<file path="src/rtl/pio_link_pkg.sv">
// Protocol constants for the FPGA<->ARM PIO link, shared by the buffer-fill
// receiver and the drain transmitter.
package pio_link_pkg;

  typedef enum logic [2:0] {
    IDLE,
    READ_WAIT,
    SEND_HI,
    SEND_LO,
    SEND_EOB
  } pioState_t;

  localparam logic [15:0] PIO_TAG_HI = 16'h0045;
  localparam logic [15:0] PIO_TAG_LO = 16'h0048;

  localparam logic [31:0] ACK_HI  = 32'h0000_0003;
  localparam logic [31:0] ACK_LO  = 32'h0000_0006;
  localparam logic [31:0] ACK_EOB = 32'h0000_0007;
  localparam logic [31:0] MSG_EOB = 32'h0000_0007;

  localparam logic [6:0] HALF_LAST = 7'h7f;

endpackage

</file>
<file path="src/rtl/drain_buffer.sv">
// FPGA-to-ARM transmitter: drains one half of the ping-pong buffer RAM as
// tagged 16-bit PIO blocks, closes the half with an end-of-block message.
module drain_buffer
  import pio_link_pkg::*;
#(
  parameter int unsigned READ_LATENCY = 2,
  parameter logic [15:0] TAG_HI       = PIO_TAG_HI,
  parameter logic [15:0] TAG_LO       = PIO_TAG_LO
) (
  input  logic        clock,
  input  logic        reset_n,
  input  logic [31:0] inputPio,
  output logic [31:0] outputPio,
  output logic [7:0]  addressAtBuffer,
  input  logic [31:0] dataFromBuffer,
  output logic        rden,
  input  logic        halfReady,
  output logic        workingAtFirstPosition,
  output logic        workingAtFinalPosition,
  output logic        halfDrained
);

  localparam logic [2:0] LAST_COUNT = 3'(READ_LATENCY - 1);

  pioState_t   state, stateNext;
  logic [31:0] word, wordNext;
  logic [31:0] outputPioNext;
  logic [7:0]  addressNext;
  logic [2:0]  count, countNext;
  logic        rdenNext, firstNext, finalNext, drainedNext;

  always_ff @(posedge clock or negedge reset_n) begin
    if (!reset_n) begin
      state                  <= IDLE;
      outputPio              <= '0;
      addressAtBuffer        <= '0;
      rden                   <= 1'b0;
      workingAtFirstPosition <= 1'b0;
      workingAtFinalPosition <= 1'b0;
      halfDrained            <= 1'b0;
      word                   <= '0;
      count                  <= '0;
    end else begin
      state                  <= stateNext;
      outputPio              <= outputPioNext;
      addressAtBuffer        <= addressNext;
      rden                   <= rdenNext;
      workingAtFirstPosition <= firstNext;
      workingAtFinalPosition <= finalNext;
      halfDrained            <= drainedNext;
      word                   <= wordNext;
      count                  <= countNext;
    end
  end

  always_comb begin
    stateNext     = state;
    outputPioNext = outputPio;
    addressNext   = addressAtBuffer;
    rdenNext      = rden;
    firstNext     = workingAtFirstPosition;
    finalNext     = workingAtFinalPosition;
    drainedNext   = 1'b0;
    wordNext      = word;
    countNext     = count;

    unique case (state)
      IDLE: begin
        outputPioNext = '0;
        if (halfReady) begin
          firstNext = ~addressAtBuffer[7];
          finalNext = addressAtBuffer[7];
          rdenNext  = 1'b1;
          countNext = '0;
          stateNext = READ_WAIT;
        end
      end

      READ_WAIT: begin
        // The upper block is loaded straight from the RAM bus so it is on
        // outputPio the first clock of SEND_HI.
        if (count == LAST_COUNT) begin
          wordNext      = dataFromBuffer;
          outputPioNext = {TAG_HI, dataFromBuffer[31:16]};
          rdenNext      = 1'b0;
          countNext     = '0;
          stateNext     = SEND_HI;
        end else begin
          countNext = count + 3'd1;
        end
      end

      SEND_HI: begin
        if (inputPio == ACK_HI) begin
          outputPioNext = {TAG_LO, word[15:0]};
          stateNext     = SEND_LO;
        end
      end

      SEND_LO: begin
        if (inputPio == ACK_LO) begin
          if (addressAtBuffer[6:0] == HALF_LAST) begin
            outputPioNext = MSG_EOB;
            stateNext     = SEND_EOB;
          end else begin
            addressNext = addressAtBuffer + 8'd1;
            rdenNext    = 1'b1;
            countNext   = '0;
            stateNext   = READ_WAIT;
          end
        end
      end

      SEND_EOB: begin
        // Address wraps 0xff->0x00, which also flips the half select bit.
        if (inputPio == ACK_EOB) begin
          addressNext   = addressAtBuffer + 8'd1;
          outputPioNext = '0;
          drainedNext   = 1'b1;
          firstNext     = 1'b0;
          finalNext     = 1'b0;
          stateNext     = IDLE;
        end
      end

      default: stateNext = IDLE;
    endcase
  end

endmodule

</file>
<file path="config.mk">
export PLATFORM = sky130hd
export DESIGN_NAME = drain_buffer
export DESIGN_NICKNAME = d
export VERILOG_FILES = /design/src/rtl/pio_link_pkg.sv /design/src/rtl/drain_buffer.sv
export SDC_FILE = /design/constraint.sdc
export NUM_CORES = 1
export LEC_CHECK = 0
export CORE_UTILIZATION = 46
export CTS_CLUSTER_SIZE = 20
export DETAILED_ROUTE_END_ITERATION = 16
export PLACE_DENSITY = 0.94
export SYNTH_ARGS = -nofsm -noshare
export SYNTH_HDL_FRONTEND = slang
export SYNTH_SLANG_ARGS = --single-unit
export TNS_END_PERCENT = 10
</file>
<file path="constraint.sdc">
create_clock -name clock -period 4.1 [get_ports clock]
set_input_delay 0.41 -clock clock [delete_from_list [all_inputs] [get_ports clock]]
set_output_delay 0.41 -clock clock [all_outputs]
set_load 0.005 [all_outputs]
</file>
==> metrics.md <==
| Metric | Value |
|---|---|
| Final TNS setup | `0 ps` |
| Total track usage | `21.2%` |
| DRC Markers | `0` |
| Leakage | `0.00152 µW` |
| Clock Pin Slew Worst Setup and Hold Paths | `100 ps` |
| Hold_buf cts | `0` |
| RSZ-0062 raised after global routing | `false` |
| Synth area leader | `dfrtp_1` |
| Ys async rst share | `100%` |
| Clk Latency, worst-skew pair | `300 ps` |
| YS warnings | `0` |
| Total CTS buffers | `5` |
| Hold WC Path Type | `in -> async` |
| Antenna viol nets, final | `0` |
| Die H | `78.8 µm` |
| Drt pass-1 iters | `4` |
| Layout cells sized above 1 | `18.0%` |
| Min Tclk post-route | `2780 ps` |
| Final Wtd Congestion | `0.800` |
| # clock sinks | `53` |
| Sw frac | `22.6%` |
| Clock buffer depth | `2` |
| DRT Wirelength | `6.13 mm` |
| # resized after CTS | `0` |
| Sequential element share of the synthesized area | `48.9%` |
| Post-DP HPWL | `4.56 mm` |
| Post-CTS Setup Bufs | `0` |
| Yosys cell types | `43` |
| Worst ir drop on vdd | `0.000234 V` |
| Fmax | `360 MHz` |
| CTS tree | `done` |
| Largest cells by area after synthesis | `dfrtp_1 49%, mux2_2 8.3%, a21oi_2 4.8%` |
| CP max FO | `17` |
| CP arrival | `3010 ps` |
| Max-slew violations | `0` |
| First-pass GRT wire length | `10.2 mm` |
| Die footprint | `6200 µm²` |
| Final setup fails | `0` |
| Number of port buffers | `98` |
| Critical Path End Type | `flip-flop` |
| Drt wl/cell | `14.7 µm` |
| Slew @ Worst Pin | `857 ps` |
| Yosys top cell area share | `48.9%` |
| Hold WS | `212 ps` |
| Largest family of logic cells by synthesized area | `compound AO/OA/AOI/OAI gates` |
| WP data required | `4340 ps` |
| Worst Reg-to-Reg Cells | `7` |
| Status | `finished clean` |
| Post-layout net count | `411` |
| Clk network pwr share | `32.7%` |
| Vias in the first global route | `2146` |
| Max-Cap Viols | `0` |
| Post-synthesis instance total | `248` |
| Final Util | `66.8%` |
| Largest net degree at the start of global routing | `54` |
| Power per cell area | `247 nW/µm²` |
| DR vias/cell | `5.32` |
| Cell Int Power | `718 µW` |
| Initial DRC Count | `97` |
| Area grow syn2layout | `38.3%` |
| Mux cell area share after synthesis | `8.82%` |
| Simple-gate area share of the yosys netlist | `15.0%` |
| Initial core utilization | `48.3%` |
| Antenna violations before repair | `0` |
| Worst Skew | `11.0 ps` |
| Synthesized cell area | `2710 µm²` |
| CTS Root Cell | `clkbuf_8` |
| FF+latch count, synth | `53` |
| Critical path class | `in -> reg` |
| Sw Pwr | `209 µW` |
| Core area | `5610 µm²` |
| Commonest cells in the netlist | `53 x dfrtp_1, 20 x mux2_2, 20 x nor2_1, 18 x o21ai_0, 15 x a21oi_2` |
| Row count | `27` |
| Post-synth top flop | `dfrtp_1` |
| H-tree depth | `2` |
| Synth Area in Adders | `0.462%` |
| Ant diodes | `0` |
| Compound-cell area share of the yosys netlist | `16.3%` |
| Die width | `78.8 µm` |
| Final worst path period share | `67.7%` |
| Post-synth EDFFs | `0` |
| Sequential share of power | `57.6%` |
| Syn_area_per_cell | `10.9 µm²` |
| Rel. slew slack | `42.8%` |
| Remaining Overflow, GRT | `0` |
| Via count | `2213` |
| Final hold violations | `0` |
| Comb power frac | `9.7%` |
| Count leader, synth | `dfrtp_1` |
| Type of origin of the critical path | `input port` |
| Synth Area in XOR/XNOR | `2.26%` |
| Num ports | `111` |
cell usage in the layout, fill, tap and decap left out, types with 3 or more instances in the layout:
cell             count
a21oi_1              7
a21oi_2             15
a22oi_1             13
buf_4                3
clkbuf_8             5
clkdlybuf4s50_1     97
conb_1              12
dfrtp_1             53
inv_1                7
mux2_2              20
nand2_1             14
nand3_1             10
nand4_1              3
nor2_1              20
nor4_1               6
o21ai_0             18
xnor2_1              6
sequential cells by signal, indices dropped and copies added (netlist names):
register,flops
outputPio,19
word,16
addressAtBuffer,8
count,3
state,3
halfDrained,1
rden,1
workingAtFinalPosition,1
workingAtFirstPosition,1
through the flow:
stage / worst slack, ps / cell area [µm²] / cells / power, µW
2_1_floorplan: 2130 / 2750 / 259 / 565
3_3_place_gp: 1080 / 3650 / 408 / 633
3_5_place_dp: 966 / 3650 / 408 / 635
4_1_cts: 1280 / 3750 / 416 / 937
5_1_grt: 1100 / 3750 / 416 / 970
6_report: 1320 / 3750 / 416 / 927
final cells by class:
class | instances | area (µm²)
clock buffer | 5 | 68.8
tap | 72 | 90.1
fill | 466 | 1860
inverter | 7 | 26.3
timing repair buffer | 101 | 998
multi-input combinational | 175 | 1210
sequential | 53 | 1330
clock inverter | 3 | 26.3
worst paths after layout:
kind	startpoint	end	slack [ps]
min in group clock	workingAtFinalPosition	workingAtFinalPosition	510
max	inputPio[16]	outputPio[8]	1320
max in group asynchronous	reset_n	outputPio[4]	3430
max reg2reg	state[0]	outputPio[8]	1420
min	reset_n	addressAtBuffer[3]	210
min reg2reg	workingAtFinalPosition	workingAtFinalPosition	510
power by group through the flow:
stage | registers, µW | logic [µW] | clock network, µW
after floorplan | 543 | 22.0 | 0
after global placement | 544 | 88.5 | 0
after detailed placement | 545 | 90.4 | 0
after CTS | 534 | 90.8 | 312
after global routing | 536 | 98.2 | 336
final | 534 | 89.6 | 303
critical path, stage by stage:
cell,delay (ps)
clkdlybuf4s50_1,400
nor4b_1,300
and4_1,390
nand4_2,200
a211oi_4,750
buf_4,360
nor2_1,90
a21oi_2,100
cells by family (layout without fill, tap and decap cells):
| family | Yosys count | count (layout) |
|---|---|---|
| and+or+nand+nor | 72 | 72 |
| AOI/OAI and AO/OA | 62 | 62 |
| DFF | 53 | 53 |
| buffers and inverters | 31 | 116 |
| muxes | 21 | 21 |
| xor gates and xnor gates | 7 | 7 |
| adders and majority gates | 1 | 1 |
| other | 1 | 12 |
metal layers:
layer  global-route usage, %  share of wire (%)  up-vias  routed length (µm)
li1                        -                  -     1053                   -
met1                    26.3                 40     1047                2440
met2                    37.0                 51      103                3150
met3                    4.83                7.6       10                 465
met4                    5.56                1.3        0                  80
met5                       0                  0        -                   0
(Power assumes the default switching activity.)
